<file path="config.mk">
export PLATFORM = sky130hd
export DESIGN_NAME = sobel_window_engine
export DESIGN_NICKNAME = d
export VERILOG_FILES = /design/src/rtl/sobel_window_engine_pkg.sv /design/src/rtl/sobel_window_engine_mag_sat.sv /design/src/rtl/sobel_window_engine.sv
export SDC_FILE = /design/constraint.sdc
export NUM_CORES = 1
export LEC_CHECK = 0
export ABC_CLOCK_PERIOD_IN_PS = 11700
export CAP_MARGIN = 0
export CORE_UTILIZATION = 25
export CTS_BUF_LIST = sky130_fd_sc_hd__clkbuf_4 sky130_fd_sc_hd__clkbuf_8 sky130_fd_sc_hd__clkbuf_16
export DETAILED_ROUTE_END_ITERATION = 8
export GPL_TIMING_DRIVEN = 0
export PLACE_DENSITY = 0.37
export SLEW_MARGIN = 20
export SYNTH_ARGS = -nofsm -noshare
export SYNTH_HDL_FRONTEND = slang
export SYNTH_SLANG_ARGS = --single-unit
</file>
<file path="constraint.sdc">
create_clock -name clk -period 11.7 [get_ports clk]
set_input_delay 1.17 -clock clk [delete_from_list [all_inputs] [get_ports clk]]
set_output_delay 1.17 -clock clk [all_outputs]
set_load 0.01 [all_outputs]
</file>
<file path="src/rtl/sobel_window_engine_pkg.sv">
// sobel_pkg: shared types and constants for the Sobel window engine.
//   state_t         - engine FSM states
//   ACC_W           - signed Gx/Gy accumulator width (|G| <= 1020 for 8-bit pixels)
//   MAG_MAX         - saturation ceiling of the output magnitude
//   GX_COEF/GY_COEF - Sobel kernels indexed by tap k = 3*dy' + dx' (raster order)
package sobel_pkg;

  typedef enum logic [1:0] {IDLE, FETCH, DRAIN, RESULT} state_t;

  localparam int ACC_W   = 11;
  localparam int MAG_MAX = 255;

  typedef logic signed [2:0] coef_t;

  localparam coef_t GX_COEF [9] = '{-3'sd1,  3'sd0,  3'sd1,
                                    -3'sd2,  3'sd0,  3'sd2,
                                    -3'sd1,  3'sd0,  3'sd1};

  localparam coef_t GY_COEF [9] = '{-3'sd1, -3'sd2, -3'sd1,
                                     3'sd0,  3'sd0,  3'sd0,
                                     3'sd1,  3'sd2,  3'sd1};

endpackage

</file>
<file path="src/rtl/sobel_window_engine_mag_sat.sv">
// sobel_mag_sat: combinational gradient magnitude, min(|gx| + |gy|, MAG_MAX).
//   gx, gy : in  signed ACC_W-bit Sobel gradients
//   mag    : out PIX_W-bit saturated magnitude
module sobel_mag_sat
  import sobel_pkg::*;
#(
  parameter int PIX_W = 8
) (
  input  logic signed [ACC_W-1:0] gx,
  input  logic signed [ACC_W-1:0] gy,
  output logic        [PIX_W-1:0] mag
);

  function automatic logic [ACC_W-1:0] abs_val(input logic signed [ACC_W-1:0] v);
    logic signed [ACC_W-1:0] neg;
    neg = -v;
    return v[ACC_W-1] ? $unsigned(neg) : $unsigned(v);
  endfunction

  function automatic logic [PIX_W-1:0] sat_mag(input logic [ACC_W:0] s);
    return (s > (ACC_W+1)'(MAG_MAX)) ? PIX_W'(MAG_MAX) : s[PIX_W-1:0];
  endfunction

  logic [ACC_W:0] sum;

  always_comb begin
    sum = {1'b0, abs_val(gx)} + {1'b0, abs_val(gy)};
    mag = sat_mag(sum);
  end

endmodule

</file>
<file path="src/rtl/sobel_window_engine.sv">
// sobel_window_engine: on each accepted start_calc pulse, fetches the next 3x3
// interior window in raster order, accumulates Sobel Gx/Gy and reports the
// saturated magnitude with a one-cycle start_sobel pulse.
//   clk, rst     - clock, synchronous active-high reset
//   start_calc   - request to process the next window (ignored while busy)
//   rd_en/rd_addr/rd_data - pixel memory read port, data 1 cycle after rd_en
//   busy         - high from FETCH through RESULT
//   start_sobel  - window result valid (one cycle)
//   mag_out      - min(|Gx|+|Gy|, 255), held until the next result
//   center_addr  - address of the window centre, held with mag_out
//   frame_done   - pulses with start_sobel on the last window of the frame
module sobel_window_engine
  import sobel_pkg::*;
#(
  parameter int IMG_WIDTH  = 640,
  parameter int IMG_HEIGHT = 480,
  parameter int ADDR_W     = 19,
  parameter int PIX_W      = 8
) (
  input  logic              clk,
  input  logic              rst,
  input  logic              start_calc,
  output logic              rd_en,
  output logic [ADDR_W-1:0] rd_addr,
  input  logic [PIX_W-1:0]  rd_data,
  output logic              busy,
  output logic              start_sobel,
  output logic [PIX_W-1:0]  mag_out,
  output logic [ADDR_W-1:0] center_addr,
  output logic              frame_done
);

  localparam logic [ADDR_W-1:0] W_A      = ADDR_W'(IMG_WIDTH);
  localparam logic [ADDR_W-1:0] LAST_COL = ADDR_W'(IMG_WIDTH - 2);
  localparam logic [ADDR_W-1:0] LAST_ROW = ADDR_W'(IMG_HEIGHT - 2);
  localparam logic [ADDR_W-1:0] ONE_A    = ADDR_W'(1);

  state_t state, state_next;

  logic [3:0]              k;
  logic [3:0]              k_p1;
  logic                    vld_p1;
  logic [ADDR_W-1:0]       row, col;
  logic                    last_win;
  logic signed [ACC_W-1:0] gx, gy, gx_next, gy_next;
  logic signed [ACC_W-1:0] pix_s, cx, cy;
  logic [PIX_W-1:0]        mag_next;

  // Address of tap t of the window centred at (row, col); row, col >= 1 so
  // the -1 offsets never underflow.
  function automatic logic [ADDR_W-1:0] tap_addr(input logic [3:0] t);
    logic [ADDR_W-1:0] r, c;
    r = row - ONE_A + ADDR_W'(t / 4'd3);
    c = col - ONE_A + ADDR_W'(t % 4'd3);
    return r * W_A + c;
  endfunction

  assign last_win = (row == LAST_ROW) && (col == LAST_COL);

  always_ff @(posedge clk) begin
    if (rst) state <= IDLE;
    else     state <= state_next;
  end

  always_comb begin
    state_next  = state;
    busy        = 1'b0;
    start_sobel = 1'b0;
    frame_done  = 1'b0;
    case (state)
      IDLE:   if (start_calc) state_next = FETCH;
      FETCH: begin
        busy = 1'b1;
        if (k == 4'd8) state_next = DRAIN;
      end
      DRAIN: begin
        busy       = 1'b1;
        state_next = RESULT;
      end
      RESULT: begin
        busy        = 1'b1;
        start_sobel = 1'b1;
        frame_done  = last_win;
        state_next  = IDLE;
      end
      default: state_next = IDLE;
    endcase
  end

  // Stage p0: read issue. rd_en/rd_addr are registered so tap k is presented
  // during the FETCH cycle whose counter value is k; rd_addr holds afterwards.
  always_ff @(posedge clk) begin
    if (rst) begin
      rd_en   <= 1'b0;
      rd_addr <= '0;
      k       <= '0;
    end else begin
      case (state)
        IDLE: begin
          if (start_calc) begin
            rd_en   <= 1'b1;
            rd_addr <= tap_addr(4'd0);
            k       <= 4'd0;
          end
        end
        FETCH: begin
          if (k == 4'd8) begin
            rd_en <= 1'b0;
          end else begin
            rd_addr <= tap_addr(k + 4'd1);
            k       <= k + 4'd1;
          end
        end
        default: rd_en <= 1'b0;
      endcase
    end
  end

  // Stage p1: tap index travels with the returning read data.
  always_ff @(posedge clk) begin
    if (rst) begin
      vld_p1 <= 1'b0;
      k_p1   <= '0;
    end else begin
      vld_p1 <= rd_en;
      k_p1   <= k;
    end
  end

  always_comb begin
    pix_s   = $signed({{(ACC_W-PIX_W){1'b0}}, rd_data});
    cx      = ACC_W'(GX_COEF[k_p1]);
    cy      = ACC_W'(GY_COEF[k_p1]);
    gx_next = gx;
    gy_next = gy;
    if (vld_p1) begin
      gx_next = gx + pix_s * cx;
      gy_next = gy + pix_s * cy;
    end
  end

  sobel_mag_sat #(.PIX_W(PIX_W)) u_mag_sat (
    .gx  (gx_next),
    .gy  (gy_next),
    .mag (mag_next)
  );

  // Stage p2: accumulate; the DRAIN edge folds in tap 8 and captures the result.
  always_ff @(posedge clk) begin
    if (rst) begin
      gx          <= '0;
      gy          <= '0;
      mag_out     <= '0;
      center_addr <= '0;
    end else begin
      if (state == IDLE && start_calc) begin
        gx <= '0;
        gy <= '0;
      end else begin
        gx <= gx_next;
        gy <= gy_next;
      end
      if (state == DRAIN) begin
        mag_out     <= mag_next;
        center_addr <= row * W_A + col;
      end
    end
  end

  always_ff @(posedge clk) begin
    if (rst) begin
      row <= ONE_A;
      col <= ONE_A;
    end else if (state == RESULT) begin
      if (last_win) begin
        row <= ONE_A;
        col <= ONE_A;
      end else if (col == LAST_COL) begin
        col <= ONE_A;
        row <= row + ONE_A;
      end else begin
        col <= col + ONE_A;
      end
    end
  end

endmodule
</file>
==> metrics.cfg, run 1 <==
[worst_setup_path]
r2r_setup_slack_ns = 2.65
crit_path_top_delay_cell = o21ai_1
critPathMaxStageDelay_ns = 0.47
cpMostUsedCell = ha_1
worst_ep_required_time_ns = 12.07
ff2ff_path_depth = 35
path_max_fanout = 9
worstSetupEndpointType = register
cp_top_family = compound AO/OA/AOI/OAI gates
reg2reg_from = k[1]
cp_num_buf_inv = 3
cp-start-kind = register
cp_data_arrival_time_ns = 9.42
path_class = register to register
worstReg2RegEnd = rd_addr[18]

[logic_synthesis]
synth_nets = 1691
yosys_warnings = 0
synth_area_leaders = dfxtp_1 (19%), ha_1 (18%), fa_1 (8.4%)
syn_area_per_cell_sq_um = 8.39
ys_ff_latch = 118
ys.flop_type = dfxtp_1
synth_cell_types = 80
synth_top_area_share_pct = 19.4
ys_async_sr_fraction_pct = 0
yosysTopAreaCell = dfxtp_1
synthMuxAreaShare_pct = 2.90
yosys.area_share.simple_pct = 17.3
synth_edf_count = 0
seq_area_frac_synth_pct = 19.4
netlist_area_sq_mm = 0.0122
synth-adder-area-share_pct = 26.2
synth_compound_area_share_pct = 15.1
synth_top_family_by_area = adder cells
syn_inst = 1455
synth_xor_area_share_pct = 12.4

[placement]
io_buffer_count = 59
dp_hpwl_microns = 29500
dp.cells = 2130
place.gp.congestion = 0.797
place_ws_ns = 2.40
place_area_sq_mm = 0.0136

[clocking]
numCtsBuffers = 17
hold_buffers = 0
htreeDepth = 4
clkTransAtPathRegs_ns = 0.06
clockBufferDepth = 2
cts-resized-gates = 0
clock-sinks = 118
post_cts_buffers = 0
tritoncts = done
worstSkewPairLatency_ns = 0.45
cts_root_buf = clkbuf_16

[sta]
relSlewSlack_pct = 41.9
slew_viol_final = 0
tightest_slew_ns = 0.859
hold_viol_final = 0
post-route-period-util_pct = 77.3
rsz0062_at_grt = false
fin_crit_ns = 9.05
final.setup.worst_slack_ns = 2.65
setup_viol = 0
max_freq_mhz = 111
tns_ns = 0
finalClockSkew_ns = 0.0163
holdWs_ns = 0.462

[floorplan]
die_y_microns = 223
pin_count = 61
dieArea_sq_mm = 0.0497
fp.dieW_microns = 223
row_count = 80
coreArea_sq_mm = 0.0479
start_util_pct = 25.5

[route]
drt_first_pass_iters = 4
drc = 0
drtIter0Drc = 410
wl_per_cell_microns = 16.5
wirelength_microns = 35600
detail-route-antenna-nets = 0
routed_via_density = 4.62
num_vias = 9978

[finish]
final_common_cell = ha_1
syn_to_final_growth_pct = 15.8
layout_common_cells = ha_1 (174), nor2_1 (156), inv_1 (133)
antenna_cells = 0
final_core_util_pct = 29.5
nets = 1770
final_cells = 2161
drive_gt1_share_pct = 5.50
design_area_sq_mm = 0.0141
fillers = 5181

[global_route]
overflow = 0
grtUsageTotal_pct = 14.8
grt_max_degree = 17
first_global_vias = 10000
grt_pass1_wl_microns = 56800
antenna_found_initial = 0

[status]
status = complete, no violations

[power_and_ir_drop]
finalPower_mw = 2.40
leakage_nw = 6.45
p_per_area_mw_per_mm2 = 170
irDropWorstVdd_mv = 0.109

[min_path]
min-delay-path-class = register to register
min_to = rd_addr[3]
hold_depth = 2
hp-start = rd_addr[3]

[run]
max_cap_viol_count = 0

cells in the mapped netlist (all sizes together) (12+ instances only):
master / instances
nand2b: 20
buf: 13
mux2i: 32
o21ai: 59
xnor2: 113
a21oi: 100
and2: 12
dfxtp: 118
o21bai: 21
xor2: 57
nand4: 12
a211oi: 12
clkbuf: 37
nor2b: 13
fa: 51
nand3: 29
nand2: 91
inv: 133
and3: 20
a21o: 25
ha: 174
nor3: 28
nor2: 156
metal layers:
| metal | GRT usage, % | up-vias | share of wire (%) |
|---|---|---|---|
| li1 | - | 5173 | - |
| met1 | 19.4 | 4670 | 49 |
| met2 | 25.0 | 108 | 48 |
| met3 | 2.28 | 27 | 2.2 |
| met4 | 3.94 | 0 | 1.6 |
| met5 | 0 | - | 0 |
worst reg2reg max path, delay by kind of cell (launching register included):
| kind | cells | cell delay, ns |
|---|---|---|
| and+or+nand+nor | 6 | 1.07 |
| xor gates and xnor gates | 2 | 0.46 |
| adders and majority gates | 9 | 2.68 |
| DFF | 1 | 0.35 |
| muxes | 1 | 0.42 |
| buffers and inverters | 3 | 0.41 |
| AOI/OAI and AO/OA | 14 | 3.61 |
how the worst max path moves through the flow:
| stage | to | startpoint | slack [ns] | cells past startpoint |
|---|---|---|---|---|
| 3_3_place_gp | mag_out[5] | k_p1[0] | 2.03 | 31 |
| 4_1_cts | mag_out[3] | k_p1[0] | 2.36 | 31 |
| 6_report | rd_addr[18] | k[1] | 2.65 | 35 |
| 3_5_place_dp | mag_out[6] | k_p1[0] | 2.40 | 31 |
| 2_1_floorplan | mag_out[2] | k_p1[0] | 3.64 | 31 |
| 5_1_grt | mag_out[2] | k_p1[0] | 2.05 | 31 |
sequential cells by signal, summed over array words and instances, names as in the netlist:
signal       flops
center_addr     19
rd_en            1
rd_addr         19
gx              11
k                4
mag_out          8
gy              11
k_p1             4
col             19
vld_p1           1
row             19
state            2
kinds of logic (layout without fill, tap and decap cells):
| kind of cell | after synthesis | in the layout |
|---|---|---|
| and+or+nand+nor | 432 | 432 |
| xor gates and xnor gates | 171 | 171 |
| buffers and inverters | 186 | 277 |
| AOI/OAI and AO/OA | 288 | 288 |
| DFF | 118 | 118 |
| adders and majority gates | 225 | 225 |
| muxes | 35 | 35 |
final cells by class:
type	instances	area, sq um	share of cell area (%)
clock inverter	14	128	0.903
buffer	51	300	2.12
clock buffer	17	425	3.01
tap	615	769	5.44
multi-input combinational	1151	9040	64.0
sequential	118	2360	16.7
timing repair buffer	60	598	4.23
inverter	135	507	3.59
power by group:
part / switching [mW] / total (mW) / internal [mW] / leakage (nW)
sequential: 0.0371 / 0.493 / 0.456 / 0.956
combinational: 0.800 / 1.40 / 0.598 / 5.23
clock: 0.221 / 0.513 / 0.292 / 0.262
No activity file was read; power rests on OpenSTA's default activity.
==> inputs of run 2 (changes only) <==
--- a/config.mk
+++ b/config.mk
@@ -5,7 +5,7 @@
 export SDC_FILE = /design/constraint.sdc
 export NUM_CORES = 1
 export LEC_CHECK = 0
-export ABC_CLOCK_PERIOD_IN_PS = 11700
+export ABC_CLOCK_PERIOD_IN_PS = 8400
 export CAP_MARGIN = 0
 export CORE_UTILIZATION = 25
 export CTS_BUF_LIST = sky130_fd_sc_hd__clkbuf_4 sky130_fd_sc_hd__clkbuf_8 sky130_fd_sc_hd__clkbuf_16
==> constraint.sdc (replaced) <==
create_clock -name clk -period 8.4 [get_ports clk]
set_input_delay 0.84 -clock clk [delete_from_list [all_inputs] [get_ports clk]]
set_output_delay 0.84 -clock clk [all_outputs]
set_load 0.01 [all_outputs]
==> run 2 against run 1 <==
Compared with the run above: maximum frequency grew 14%; design area grew 1.2%; flip-flop and latch count stayed put.
==> metrics.cfg, run 2 (synthesized netlist as in run 1, its figures left out) <==
[status]
status = complete, no violations  ; unchanged

[worst_setup_path]
cpMostUsedCell = ha_1  ; unchanged
critPathMaxStageDelay_ns = 0.46  ; was 0.47 ns
reg2reg_from = k[1]  ; unchanged
ff2ff_path_depth = 35  ; unchanged
path_max_fanout = 9  ; unchanged
r2r_setup_slack_ns = 0.49  ; was 2.65 ns
crit_path_top_delay_cell = fa_1  ; was o21ai_1
path_class = register to register  ; unchanged
cp-start-kind = register  ; unchanged
cp_data_arrival_time_ns = 8.28  ; was 9.42 ns
worstReg2RegEnd = rd_addr[18]  ; unchanged
worst_ep_required_time_ns = 8.77  ; was 12.07 ns
worstSetupEndpointType = register  ; unchanged

[floorplan]
row_count = 80  ; unchanged
fp.dieW_microns = 223  ; unchanged
start_util_pct = 25.5  ; unchanged
coreArea_sq_mm = 0.0479  ; unchanged
pin_count = 61  ; unchanged
die_y_microns = 223  ; unchanged
dieArea_sq_mm = 0.0497  ; unchanged

[sta]
hold_viol_final = 0  ; unchanged
finalClockSkew_ns = 0.0160  ; was 0.0163 ns
setup_viol = 0  ; unchanged
post-route-period-util_pct = 94.2  ; was 77.3%
max_freq_mhz = 126  ; was 111 MHz
tightest_slew_ns = 0.886  ; was 0.859 ns
fin_crit_ns = 7.91  ; was 9.05 ns
tns_ns = 0  ; unchanged
rsz0062_at_grt = false  ; unchanged
slew_viol_final = 0  ; unchanged
relSlewSlack_pct = 40.9  ; was 41.9%
final.setup.worst_slack_ns = 0.491  ; was 2.65 ns

[clocking]
clkTransAtPathRegs_ns = 0.06  ; about the same
clockBufferDepth = 2  ; unchanged
htreeDepth = 4  ; unchanged
clock-sinks = 118  ; unchanged
worstSkewPairLatency_ns = 0.45  ; about the same
numCtsBuffers = 17  ; unchanged
cts_root_buf = clkbuf_16  ; unchanged
tritoncts = done  ; unchanged
hold_buffers = 0  ; unchanged

[global_route]
grt_max_degree = 17  ; unchanged
antenna_found_initial = 0  ; unchanged
grt_pass1_wl_microns = 56900  ; was 56800 microns
grtUsageTotal_pct = 14.8  ; about the same
first_global_vias = 10000  ; about the same
overflow = 0  ; unchanged

[power_and_ir_drop]
swShare_pct = 44.1  ; was 44.0%
irDropWorstVdd_mv = 0.152  ; was 0.109 mV
combPwrFrac_pct = 58.8  ; was 58.2%
p_clk_share_pct = 21.0  ; was 21.3%
p_seq_share_pct = 20.2  ; was 20.5%
leakage_nw = 6.51  ; was 6.45 nW
p_int_mw = 1.90  ; was 1.35 mW
p_sw_mw = 1.50  ; was 1.06 mW
p_per_area_mw_per_mm2 = 238  ; was 170 mW/mm^2

[route]
num_vias = 9976  ; was 9978
detail-route-antenna-nets = 0  ; unchanged
drt_first_pass_iters = 4  ; unchanged
routed_via_density = 4.61  ; was 4.62
wirelength_microns = 35700  ; was 35600 microns
drc = 0  ; unchanged
wl_per_cell_microns = 16.5  ; about the same
drtIter0Drc = 355  ; was 410

[run]
max_cap_viol_count = 0  ; unchanged

[finish]
drive_gt1_share_pct = 7.35  ; was 5.50%
syn_to_final_growth_pct = 17.2  ; was 15.8%
antenna_cells = 0  ; unchanged
final_core_util_pct = 29.8  ; was 29.5%
layout_common_cells = ha_1 (172), nor2_1 (155), inv_1 (133)  ; was ha_1 (174), nor2_1 (156), inv_1 (133)
nets = 1774  ; was 1770
final_cells = 2165  ; was 2161
final_common_cell = ha_1  ; unchanged

[placement]
dp_hpwl_microns = 29500  ; unchanged
place_ws_ns = -0.896  ; was 2.40 ns
io_buffer_count = 59  ; unchanged
place.gp.congestion = 0.797  ; unchanged
dp.cells = 2130  ; unchanged

[min_path]
min-delay-path-class = register to register  ; unchanged
min_to = rd_addr[3]  ; unchanged
hold_depth = 2  ; unchanged
hp-start = rd_addr[3]  ; unchanged

## run 2: cell count changes in the layout (fill, tap and decap cells not counted), sizes merged
cell | before | now
buf | 14 | 20
clkbuf | 54 | 52
## run 2: worst max-delay path: cells and delay by family (launching register included)
family          cells  cell delay [ns]
fa+ha+maj           9             2.69
simple gates        7             1.13
mux                 1             0.39
xor+xnor            2             0.43
flops               1             0.35
compound gates     14             2.67
buf+inv             2             0.17
## run 2: power by group through the flow
stage	clock network, mW	logic, mW	registers (mW)
3_5_place_dp	0	1.96	0.701
3_3_place_gp	0	1.97	0.700
6_report	0.715	2.00	0.686
5_1_grt	0.768	2.26	0.697
4_1_cts	0.743	2.00	0.689
2_1_floorplan	0	1.39	0.706
## run 2: through the flow
| step | total power [mW] | cell area, sq um | hold slack [ns] |
|---|---|---|---|
| final | 3.40 | 14300 | 0.462 |
| after global routing | 3.72 | 14300 | 0.487 |
| after CTS | 3.43 | 14200 | 0.467 |
| after detailed placement | 2.66 | 13600 | 0.458 |
| after global placement | 2.67 | 13600 | 0.451 |
| after floorplan | 2.09 | 12200 | 0.459 |
## run 2: worst max-delay path by stage
stage	endpoint	slack, ns	depth (start not counted)	startpoint
final	rd_addr[18]	0.49	35	k[1]
after CTS	mag_out[3]	0.01	31	k_p1[0]
after global placement	mag_out[5]	-1.27	31	k_p1[0]
after detailed placement	mag_out[6]	-0.90	31	k_p1[0]
after global routing	rd_addr[18]	0.03	34	k[1]
after floorplan	mag_out[2]	0.34	31	k_p1[0]
## run 2: area by class of cell
type / instances / area, sq um
Tap cell: 615 / 769
Clock inverter: 14 / 128
Inverter: 135 / 507
Fill cell: 5179 / 33600
Timing Repair Buffer: 65 / 636
Multi-Input combinational cell: 1151 / 9170
Sequential cell: 118 / 2360
Clock buffer: 17 / 425
Buffer: 50 / 304
## run 2: repair_timing
item	4_1_cts	5_1_grt
pin swaps	3	4
setup buffers	3	2
resized for setup	13	27
endpoints found under the setup margin	10	11
## run 2: routing by layer
layer	wire, microns	up-vias	GRT usage [%]
met3	763	27	2.28
met5	0	-	0
li1	-	5181	-
met1	17400	4684	19.4
met4	559	0	3.94
met2	17000	84	25.1
